[src/rtl/sram_port_arbiter.sv]
// Round-robin arbiter and sequencer for one single-ported SRAM.
// Two requesters, locked bursts bounded by MAX_HOLD, registered SRAM drive.
module sram_port_arbiter #(
  parameter int AW       = 14,
  parameter int DW       = 32,
  parameter int MAX_HOLD = 8
) (
  input  logic            h_clk,
  input  logic            h_reset,
  input  logic            m0_req,
  input  logic            m0_lock,
  input  logic            m0_wen,
  input  logic [AW-1:0]   m0_addr,
  input  logic [DW/8-1:0] m0_bena,
  input  logic [DW-1:0]   m0_wdata,
  input  logic            m1_req,
  input  logic            m1_lock,
  input  logic            m1_wen,
  input  logic [AW-1:0]   m1_addr,
  input  logic [DW/8-1:0] m1_bena,
  input  logic [DW-1:0]   m1_wdata,
  output logic            m0_gnt,
  output logic            m1_gnt,
  output logic            m0_rvalid,
  output logic            m1_rvalid,
  output logic [DW-1:0]   rdata,
  output logic            sram_csn,
  output logic            sram_wen,
  output logic [AW-1:0]   sram_addr,
  output logic [DW/8-1:0] sram_bena,
  output logic [DW-1:0]   sram_wdata,
  input  logic [DW-1:0]   sram_rdata
);

  localparam int BW = DW / 8;
  localparam int HW = $clog2(MAX_HOLD + 1);
  localparam logic [HW-1:0] HOLD_LAST = HW'(MAX_HOLD - 1);

  typedef enum logic [1:0] {
    IDLE,
    OWN0,
    OWN1
  } state_e;

  state_e          state_q, state_d;
  logic            last_q, last_d;
  logic [HW-1:0]   hold_q, hold_d;
  logic            csn_q, csn_d;
  logic            wen_q, wen_d;
  logic [AW-1:0]   addr_q, addr_d;
  logic [BW-1:0]   bena_q, bena_d;
  logic [DW-1:0]   wdata_q, wdata_d;
  logic [1:0]      rv1_q, rv1_d;
  logic [1:0]      rv2_q, rv2_d;
  logic            acc0, acc1;

  // Next owner, burst bookkeeping, SRAM drive and read-valid tags.
  always_comb begin
    acc0    = m0_req & (state_q == OWN0);
    acc1    = m1_req & (state_q == OWN1);
    state_d = state_q;
    last_d  = last_q;
    hold_d  = hold_q;
    unique case (state_q)
      IDLE: begin
        if (m0_req && m1_req)
          state_d = last_q ? OWN0 : OWN1;
        else if (m0_req)
          state_d = OWN0;
        else if (m1_req)
          state_d = OWN1;
      end
      OWN0: begin
        if (!m0_req)
          state_d = m1_req ? OWN1 : IDLE;
        else if (m1_req &&
                 (!m0_lock || hold_q == HOLD_LAST))
          state_d = OWN1;
      end
      OWN1: begin
        if (!m1_req)
          state_d = m0_req ? OWN0 : IDLE;
        else if (m0_req &&
                 (!m1_lock || hold_q == HOLD_LAST))
          state_d = OWN0;
      end
      default: state_d = IDLE;
    endcase
    // Counter saturates so a long solo run still
    // bounds a later lock once the peer shows up.
    if (state_d != state_q) begin
      hold_d = '0;
      if (state_q == OWN0) last_d = 1'b0;
      if (state_q == OWN1) last_d = 1'b1;
    end else if ((acc0 || acc1) && hold_q != HOLD_LAST) begin
      hold_d = hold_q + HW'(1);
    end

    csn_d   = 1'b1;
    wen_d   = 1'b1;
    bena_d  = '1;
    addr_d  = addr_q;
    wdata_d = wdata_q;
    if (acc0) begin
      csn_d   = 1'b0;
      wen_d   = m0_wen;
      addr_d  = m0_addr;
      bena_d  = m0_bena;
      wdata_d = m0_wdata;
    end else if (acc1) begin
      csn_d   = 1'b0;
      wen_d   = m1_wen;
      addr_d  = m1_addr;
      bena_d  = m1_bena;
      wdata_d = m1_wdata;
    end
    rv1_d = {acc1 & m1_wen, acc0 & m0_wen};
    rv2_d = rv1_q;
  end

  // State and SRAM registers; reset drops in-flight reads.
  always_ff @(posedge h_clk) begin
    if (h_reset) begin
      state_q <= IDLE;
      last_q  <= 1'b1;
      hold_q  <= '0;
      csn_q   <= 1'b1;
      wen_q   <= 1'b1;
      addr_q  <= '0;
      bena_q  <= '1;
      wdata_q <= '0;
      rv1_q   <= '0;
      rv2_q   <= '0;
    end else begin
      state_q <= state_d;
      last_q  <= last_d;
      hold_q  <= hold_d;
      csn_q   <= csn_d;
      wen_q   <= wen_d;
      addr_q  <= addr_d;
      bena_q  <= bena_d;
      wdata_q <= wdata_d;
      rv1_q   <= rv1_d;
      rv2_q   <= rv2_d;
    end
  end

  assign m0_gnt     = (state_q == OWN0);
  assign m1_gnt     = (state_q == OWN1);
  assign m0_rvalid  = rv2_q[0];
  assign m1_rvalid  = rv2_q[1];
  assign rdata      = sram_rdata;
  assign sram_csn   = csn_q;
  assign sram_wen   = wen_q;
  assign sram_addr  = addr_q;
  assign sram_bena  = bena_q;
  assign sram_wdata = wdata_q;

endmodule

[config.mk]
export PLATFORM = sky130hd
export DESIGN_NAME = sram_port_arbiter
export DESIGN_NICKNAME = d
export VERILOG_FILES = /design/src/rtl/sram_port_arbiter.sv
export SDC_FILE = /design/constraint.sdc
export NUM_CORES = 1
export LEC_CHECK = 0
export ABC_AREA = 1
export CORE_MARGIN = 10
export CORE_UTILIZATION = 37
export DETAILED_ROUTE_END_ITERATION = 7
export PLACE_DENSITY = 0.86
export SLEW_MARGIN = 40
export SYNTH_ARGS = -nofsm -noshare
export SYNTH_HDL_FRONTEND = slang
export SYNTH_SLANG_ARGS = --single-unit
[constraint.sdc]
create_clock -name h_clk -period 4 [get_ports h_clk]
set_input_delay 1.2 -clock h_clk [delete_from_list [all_inputs] [get_ports h_clk]]
set_output_delay 1.2 -clock h_clk [all_outputs]
set_load 0.02 [all_outputs]
Yosys cells after proc, flatten, opt, wreduce, memory -nomap -nowiden. Cells that the tools add are included.

Register bits after elaboration: 63. Input bits: 140. Output and inout bits: 88.

Add/sub/neg operators: 1. Equal/unequal tests: 5. Multiplexer cells: 23. Bitwise gates (word level): 4. Reduce and logical (&&, ||, !) cells: 14.

Operators with widths (number): 32-bit 2-to-1 mux (2); 14-bit 2-to-1 mux (2); 2-bit 2-to-1 mux (9); 4-bit 2-to-1 mux (2); 1-bit 2-to-1 mux (7); 2-bit case mux with 3 select lines (1); 4-bit by 1-bit adder with 4-bit output (second input constant) (1); 1-bit AND (4); 4-bit by 3-bit == test with 1-bit output (second input constant) (1); 1-bit logical AND (4); 4-bit by 3-bit != test with 1-bit output (second input constant) (1); 2-bit nonzero test (2); 1-bit logical OR (3); 2-bit by 1-bit == test with 1-bit output (second input constant) (1); 2-bit == test (second input constant) (1); 1-bit logical NOT (2); 2-bit logical NOT (1); 2-bit != test (1); 2-bit AND reduction (1); 2-bit OR reduction (1).

Longest topological paths before layout.
Depth after elaboration: 8. Mapped depth: 14.

Worst setup path before layout. Ideal clock, no wire load.

Path kind: in2out. Start point: input port sram_rdata[0]. End point: output port rdata[0]. Arrival time: 1.334 ns. Required time: 2.800 ns. Path slack: 1.466 ns. Stages: 1. Path buffers: 1. Cells stage by stage: buf_4.

RTL lines: start, declared (line 32) `input logic [DW-1:0] sram_rdata`; end, declared (line 26) `output logic [DW-1:0] rdata,`.

No word-level cell between the ends.

Worst setup path after layout.
Start point: register state_q[1]. End point: output port m0_gnt.

Longest elaborated chain between the ends: 1.

Ends and longest elaborated chain: start, declared (line 45) `state_e state_q, state_d;`; start signal, assigned (line 135) `state_q <= state_d;`; 2-bit by 1-bit == test with 1-bit output (line 148) `assign m0_gnt = (state_q == OWN0);`; end, declared (line 22) `output logic m0_gnt,`.

No other way between the ends.

==> summary.txt <==
part of the cycle the worst path needs: 73.90%
slew at the pin with the worst max-slew slack: 0.4915 ns
# fillers: 750
unrepaired setup endpoints after global routing: false
Routability Congestion: 0.8362
upper clock frequency limit: 338.3 MHz
total power of the final layout: 1.920 mW
setup violation total in the final timing report: 0
number of max-capacitance violations reported: 0
register area share after synthesis: 40.51%
CTS buffer count: 9
residual overflow from global routing: 0
count of boundary I/O pins: 228
kind of end point of the critical path: primary output
Worst Path Class, Setup: reg2out
overall global routing resource usage: 16.12%
Post-Syn Nets: 596
number of nets at the end of the flow: 718
Setup crit start kind: flip-flop
overall die height: 111.7 um
Die ar.: 12480 um^2
clock sink count: 63
Worst slew margin: 67.23%
clock tree from TritonCTS: done
chain of cells forming the critical path: inv_1 > ha_1 > clkdlybuf4s50_1
number of buffers added for setup after CTS: 0
area post-placement: 4552 um^2
clock transition at the registers of the reported paths: 0.07 ns
post-synthesis cell type with the largest combined area: sky130_fd_sc_hd__dfxtp_1
hold slack: 0.4027 ns
min cycle time layout: 2.956 ns
total negative slack for setup checks: 0 ns
total detailed-routing wirelength: 10500 um
worst-path fanout max: 6
number of antenna cells inserted: 0
Horiz. Die Dim: 111.7 um
instance count of the mapped netlist: 451
number of library cell types mapped by synthesis: 27
crit-path max cell delay: 0.64 ns
Finished Cell Area: 4766 um^2
Fin. Hold Viols: 0
Area contributors post-synth: sky130_fd_sc_hd__dfxtp_1 (41%), sky130_fd_sc_hd__nor2_1 (13%), sky130_fd_sc_hd__nand2_1 (9.8%)
number of detailed-routing iterations run before antenna repair: 4
synthesis warning total: 0
Worst IR Drop VDD: 0.0001921 V
drt initial violations: 133
Avg Inst Size Synth: 6.902 um^2
row count: 33
initial core utilization: 37.89%
share of cells above drive strength 1: 5.199%
IO buf count: 163
Final Skew: 0.01043 ns
Detail Route Antenna Nets: 0
commonest cells in the netlist: sky130_fd_sc_hd__nor2_1 (109), sky130_fd_sc_hd__nand2_1 (81), sky130_fd_sc_hd__dfxtp_1 (63), sky130_fd_sc_hd__a21oi_1 (50), sky130_fd_sc_hd__buf_4 (32)
H-tree depth reported by CTS: 3
initial antenna violation count: 0
post-synth top area share: 40.51%
result of the run: completed
total core area: 8217 um^2
number of DRC violations after detailed routing: 0
combined area of all synthesized cells: 3113 um^2
total of cells resized after clock tree synthesis: 0
pin count of the biggest net entering global routing: 47
Root Buffer Master: sky130_fd_sc_hd__clkbuf_8
vias: 3347
most instantiated flip-flop cell in the synthesis netlist: sky130_fd_sc_hd__dfxtp_1
share of synthesized flip-flops with an asynchronous set or reset: 0%
buffers from clock root to sink, at most: 2
class of the worst hold path: reg2reg
first-pass GRT wire length: 16830 um
P per Cell Area: 402.8 nW/um^2
Reg2Reg Setup Slack: 1.82 ns
estimated wirelength of the detail-placed design: 8050 um
Area Overhead vs Synth: 53.09%
EDFF count, synth: 0
Pleak: 1.796 nW
Worst EP required: 2.80 ns
vias per std cell: 4.908
flop and latch count out of synthesis: 63
final core utilization: 58.00%
latest clock arrival within the worst-skew pair: 0.33 ns
CTS Hold Bufs: 0
via count of the first global-routing pass: 3411
Slew Viols, Final: 0
crit path max-delay cell type: sky130_fd_sc_hd__clkdlybuf4s50_1
data arrival time of the critical path: 1.76 ns
WL per Instance: 15.39 um
most instantiated library cell after synthesis: sky130_fd_sc_hd__nor2_1
power by group:
group / leakage [nW] / internal, mW / switching [mW]
registers: 0.512 / 0.687 / 0.0337
logic: 1.17 / 0.282 / 0.314
clock network: 0.109 / 0.363 / 0.240
total: 1.80 / 1.33 / 0.587
sequential cells by signal, summed over array words and instances, names as in the netlist:
| signal | count |
|---|---|
| hold_q | 4 |
| last_q | 1 |
| rv1_q | 2 |
| sram_csn | 1 |
| sram_addr | 14 |
| sram_wen | 1 |
| sram_bena | 4 |
| rv2_q | 2 |
| state_q | 2 |
| sram_wdata | 32 |
cell usage in the layout (no fill, tap or decap):
cell                              instances
sky130_fd_sc_hd__clkdlybuf4s50_1        162
sky130_fd_sc_hd__nor2_1                 109
sky130_fd_sc_hd__nand2_1                 81
sky130_fd_sc_hd__dfxtp_1                 63
sky130_fd_sc_hd__a21oi_1                 50
sky130_fd_sc_hd__o21ai_1                 24
sky130_fd_sc_hd__o21ai_0                 22
sky130_fd_sc_hd__inv_1                   14
sky130_fd_sc_hd__nand3_1                 10
sky130_fd_sc_hd__clkbuf_8                10
sky130_fd_sc_hd__buf_4                    6
sky130_fd_sc_hd__ha_1                     5
sky130_fd_sc_hd__nand2_4                  2
sky130_fd_sc_hd__nand3_2                  2
sky130_fd_sc_hd__bufinv_16                2
sky130_fd_sc_hd__clkinv_2                 2
sky130_fd_sc_hd__inv_2                    1
sky130_fd_sc_hd__clkinv_1                 1
sky130_fd_sc_hd__nand4_1                  1
sky130_fd_sc_hd__a21boi_1                 1
sky130_fd_sc_hd__a21oi_2                  1
sky130_fd_sc_hd__nand2_2                  1
sky130_fd_sc_hd__nor3_2                   1
sky130_fd_sc_hd__or2_2                    1
sky130_fd_sc_hd__xor2_1                   1
sky130_fd_sc_hd__o211ai_1                 1
sky130_fd_sc_hd__nor3_1                   1
sky130_fd_sc_hd__clkbuf_1                 1
sky130_fd_sc_hd__buf_12                   1
critical path, delay by kind of cell (launching register included):
family,cells,cell delay (ns)
flops,1,0.37
buf+inv,2,0.79
fa+ha+maj,1,0.28
cell families (layout without fill, tap and decap cells):
logic type | after synthesis | count (layout) | share of synthesized area (%)
buf+inv | 74 | 200 | 14.03
fa+ha+maj | 5 | 5 | 2.010
xor+xnor | 1 | 1 | 0.2814
compound gates | 99 | 99 | 16.20
flops | 63 | 63 | 40.51
simple gates | 209 | 209 | 26.97
layer usage:
layer / global-route usage [%] / wire (um)
met2: 27.00 / 4832
met1: 16.76 / 4215
met3: 8.749 / 1218
met4: 5.656 / 230
met5: 0 / 0
final timing paths:
check	cells after the start	from	to
worst max-delay path	3	state_q[1]	m0_gnt
worst min-delay path	2	rv1_q[1]	rv2_q[1]
worst max register to register	9	state_q[1]	sram_addr[1]
worst min register to register	2	rv1_q[1]	rv2_q[1]
per-stage QoR:
stage / cells / setup WS, ns
global route: 682 / 0.9494
finish: 682 / 1.044
detailed placement: 667 / 0.8356
global placement: 667 / 0.9746
CTS: 682 / 1.018
floorplan: 451 / 1.466
layout make-up:
| class | count | area [um^2] | share of cell area, % |
|---|---|---|---|
| Tap cell | 105 | 131.4 | 2.757 |
| Inverter | 16 | 60.06 | 1.260 |
| Clock inverter | 4 | 70.07 | 1.470 |
| Multi-Input combinational cell | 314 | 1415 | 29.69 |
| Sequential cell | 63 | 1261 | 26.46 |
| Clock buffer | 11 | 141.4 | 2.967 |
| Timing Repair Buffer | 169 | 1687 | 35.39 |
Power figures use the tool's default switching activity.
==> edit 1, RTL diff (same flow settings) <==
The parameter `AW` goes from 14 to 13.
--- a/src/rtl/sram_port_arbiter.sv
+++ b/src/rtl/sram_port_arbiter.sv
@@ -1,7 +1,7 @@
 // Round-robin arbiter and sequencer for one single-ported SRAM.
 // Two requesters, locked bursts bounded by MAX_HOLD, registered SRAM drive.
 module sram_port_arbiter #(
-  parameter int AW       = 14,
+  parameter int AW       = 13,
   parameter int DW       = 32,
   parameter int MAX_HOLD = 8
 ) (
Interface: changed (resized m0_addr, m1_addr and sram_addr); port bits go from 228 to 225. The function was not compared with the original's and may differ.
==> edit 1 against the unedited design <==
Power fell by 3.0%. Die area shrank 0.96%. Clock power fell by 8.0%. Sequential share of layout area shrank 0.31 points. Design area shrank 0.42%. Worst hold slack about the same. Wire length up 2.6%. Synthesized area down 1.2%. Sequential cell count fell by 1. Worst setup slack barely moved. Register-to-register slack lost 0.06 ns. Largest cell class unchanged. Largest power group unchanged. Highest routed layer unchanged.
==> edit 1: results (changes against the unedited design) <==
top cells by count, synth nor2_1 (106), nand2_1 (81), dfxtp_1 (62) (was nor2_1 (109), nand2_1 (81), dfxtp_1 (63)); Max Clock Skew 0.007827 ns (was 0.01043 ns); adder-cell share of the synthesized area 0.02033 (was 0.02010); root buffer cell clkbuf_8 (unchanged); layout cells sized above 1 0.06981 (was 0.05199); status finished, final reports clean (unchanged); Hold Path End rv2_q[1] (unchanged); Skew-Pair Late Insertion Delay 0.33 ns (about the same); R2R Path Start state_q[0] (was state_q[1]); Critical Path End m1_gnt (was m0_gnt); Met3 Wirelength 1.206 mm (was 1.218 mm); top cells by area, synth dfxtp_1 (40%), nor2_1 (13%), nand2_1 (9.9%) (was dfxtp_1 (41%), nor2_1 (13%), nand2_1 (9.8%)); critical setup path kind reg -> out (unchanged); Leakage 1.761 nW (was 1.796 nW); Seq. pwr 0.709 mW (was 0.721 mW); largest net degree at the start of global routing 61 (was 47); Port Buffer Count 160 (was 163); Clock Tree Buf Depth 2 (unchanged); met1 Use GR 0.1712 (was 0.1676); Mapped Nets 591 (was 596); Area after DPL 4518 um^2 (was 4552 um^2); NumNets Final 711 (was 718); Clock power frac 0.298 (was 0.314); mux cell area share after synthesis 0 (unchanged); Compound-Gate Fraction of Synth Area 0.1659 (was 0.1620); Iter 0 DRT Violations 113 (was 133); vias in the first global route 3228 (was 3411); Setup Buffers After CTS 0 (unchanged); M2 GR Usage 0.2634 (was 0.2700); NetSw 0.5959 mW (was 0.5875 mW); register area share after synthesis 0.4034 (was 0.4051); worst hold path type reg -> reg (unchanged); hpwl dp 8.225 mm (was 8.050 mm); M1 wire length 4.136 mm (was 4.215 mm); worst vdd ir 0.2044 mV (was 0.1921 mV); WHS 0.4031 ns (was 0.4027 ns); Distinct cells, synth 25 (was 27); H-tree depth 3 (unchanged); metal2 WL 4.970 mm (was 4.832 mm); Async S/R FF share, synth 0 (unchanged); Crit Reg-Reg Endpoint sram_wdata[31] (was sram_addr[1]); Worst Min Path Start rv1_q[1] (unchanged); wire length per cell 15.88 um (was 15.39 um); Via density 4.836 (was 4.908); Slew @ Worst Pin 0.6366 ns (was 0.4915 ns); Reg2Reg Setup Slack 1.76 ns (was 1.82 ns); worst r2r path cells 9 (unchanged); first-pass GRT wire length 16.80 mm (was 16.83 mm); TritonCTS Buffers 9 (unchanged); routability cong. 0.8191 (was 0.8362); GR Util All Layers 0.1634 (was 0.1612); met3 Track Usage GR 0.07738 (was 0.08749); XOR/XNOR Fraction of Synth Area 0 (was 0.002814)
==> edit 1: cell count changes after synthesis, moves of 3 or more <==
cell     change
o21ai_0      +7
buf_6        -4
o21ai_1      -7
a21oi_1      -4
buf_2        +4
nor2_1       -3
a21oi_2      +3
nand2_2      +6
==> edit 1: area by class of cell <==
cell class              count  area, um^2
clock buffers              11       141.4
flip-flops and latches     62        1241
repair buffers            166        1687
multi-input cells         313        1426
inverters                  16       60.06
well taps                 105       131.4
fillers                   724        3388
clock inverters             5       58.81
==> edit 1: per-stage QoR <==
| stage | setup slack, ns | std cells | total power [mW] |
|---|---|---|---|
| floorplan | 1.466 | 448 | 1.089 |
| global placement | 0.9196 | 661 | 1.305 |
| detailed placement | 0.8843 | 661 | 1.319 |
| CTS | 1.027 | 677 | 1.880 |
| global route | 0.9550 | 678 | 1.974 |
| finish | 1.045 | 678 | 1.862 |
==> edit 1: critical path, cell delays in order (launching register included) <==
cell             delay, ns
dfxtp_1               0.37
inv_1                 0.16
ha_1                  0.26
clkdlybuf4s50_1       0.64
==> edit 2, RTL diff (same settings) <==
Made on the original files. Re-encode `state_e` (3 states) as one-hot, 3 bits wide.
--- a/src/rtl/sram_port_arbiter.sv
+++ b/src/rtl/sram_port_arbiter.sv
@@ -36,10 +36,10 @@
   localparam int HW = $clog2(MAX_HOLD + 1);
   localparam logic [HW-1:0] HOLD_LAST = HW'(MAX_HOLD - 1);
 
-  typedef enum logic [1:0] {
-    IDLE,
-    OWN0,
-    OWN1
+  typedef enum logic [2:0] {
+    IDLE = 3'b001,
+    OWN0 = 3'b010,
+    OWN1 = 3'b100
   } state_e;
 
   state_e          state_q, state_d;
Function: same outputs for any inputs over 10 cycles, from zero or initial values and one cycle with h_reset high; not proved beyond that.
==> edit 2 against the unedited design <==
Core utilization down 0.10 points. Design area down 1.2%. Die area down 1.3%. Register-to-register slack better by 0.15 ns. Global-route usage down 0.35 points. Wire length down 3.1%. Count of clock-buffer cells in the layout unchanged. Worst setup slack worse by 0.059 ns. Synthesized area down 1.5%. Maximum frequency down 2.0%. Sequential cell count up 1.
Power is not compared: it rests on default switching activity, and its combinational part moved more than twofold at a synthesized area within 25%.
==> edit 2: results (changes against the unedited design) <==
Clk pin slew, worst setup/hold paths 0.07 ns (about the same); Clock Tree Buf Depth 2 (unchanged); WHS 0.4068 ns (was 0.4027 ns); Reg2Reg Setup Slack 1.97 ns (was 1.82 ns); Iter 0 DRT Violations 76 (was 133); layout cells sized above 1 0.07477 (was 0.05199); crit path max fanout 43 (was 6); critical setup path kind in -> reg (was reg -> out); Port Buffer Count 163 (unchanged); M1 wire length 3.979 mm (was 4.215 mm); top cells by count, synth nand2_1 (123), dfxtp_1 (64), a31oi_1 (46) (was nor2_1 (109), nand2_1 (81), dfxtp_1 (63)); crit path from m0_req (was state_q[1]); largest net degree at the start of global routing 51 (was 47); GR Util All Layers 0.1577 (was 0.1612); Filler cells 743 (was 750); hpwl dp 7.828 mm (was 8.050 mm); status finished, final reports clean (unchanged); NumNets Final 671 (was 718); metal2 WL 5.167 mm (was 4.832 mm); max_slew headroom 0.4955 (was 0.6723); worst hold path type reg -> reg (unchanged); Met3 Wirelength 841 um (was 1.218 mm); Distinct cells, synth 28 (was 27); root buffer cell clkbuf_8 (unchanged); DR vias 3118 (was 3347); Mapped Nets 552 (was 596); Async S/R FF share, synth 0 (unchanged); routability cong. 0.8390 (was 0.8362); vias in the first global route 3235 (was 3411); top cells by area, synth dfxtp_1 (42%), nand2_1 (15%), a31oi_1 (9.4%) (was dfxtp_1 (41%), nor2_1 (13%), nand2_1 (9.8%)); first-pass GRT wire length 16.24 mm (was 16.83 mm); Crit Reg-Reg Endpoint last_q (was sram_addr[1]); ANT cells 0 (unchanged); NetSw ~0.38 mW; antenna violations before repair 0 (unchanged); wire length per cell 15.90 um (was 15.39 um); Max Clock Skew 0.008345 ns (was 0.01043 ns); register area share after synthesis 0.4180 (was 0.4051); max reg flops 32 (unchanged)
==> edit 2: cell types whose count changed in the layout (fill, tap and decap cells not counted), moves of 3 or more <==
cell | unedited run | this run
buf_4 | 6 | 3
ha_1 | 5 | 1
a21oi_1 | 50 | 7
o21ai_0 | 22 | 38
o21ai_1 | 24 | 9
nor2_1 | 109 | 17
nand2_1 | 81 | 123
a31oi_1 | 0 | 46
==> edit 2: layout make-up <==
cell class / count / share of cell area
flip-flops and latches: 64 / 0.2721
repair buffers: 167 / 0.3555
inverters: 17 / 0.01408
clock inverters: 5 / 0.01700
multi-input cells: 271 / 0.2835
clock buffers: 11 / 0.03002
well taps: 105 / 0.02790
==> edit 2: cells by family after synthesis <==
group           share of synthesized area
fa+ha+maj                        0.004081
compound gates                     0.1984
buf+inv                            0.1465
simple gates                       0.2331
flops                              0.4180
==> edit 2: routing by layer <==
metal	vias to the layer above	global-route usage
met5	-	0
met4	0	0.05570
met3	17	0.06981
met1	1409	0.1627
met2	116	0.2771
li1	1576	-
==> edit 2: stage by stage <==
| step | cells | instance area [um^2] | power [mW] | setup WS (ns) |
|---|---|---|---|---|
| 2_1_floorplan | 411 | 3065 | 0.8447 | 1.466 |
| 4_1_cts | 640 | 4708 | 1.576 | 0.9908 |
| 3_5_place_dp | 624 | 4487 | 0.9603 | 0.6588 |
| 5_1_grt | 640 | 4710 | 1.627 | 0.8305 |
| 3_3_place_gp | 624 | 4487 | 0.9541 | 0.7171 |
| 6_report | 640 | 4710 | 1.559 | 0.9853 |
==> edit 2: worst max-delay path, stage by stage <==
cell and delay (ns):
clkdlybuf4s50_1 0.53, inv_2 0.05, nor2_2 0.12, and2_4 0.28, buf_4 0.46, nand2_1 0.14, nand2_2 0.12, nand3_2 0.09
a21oi_1 0.14, nand2_1 0.06
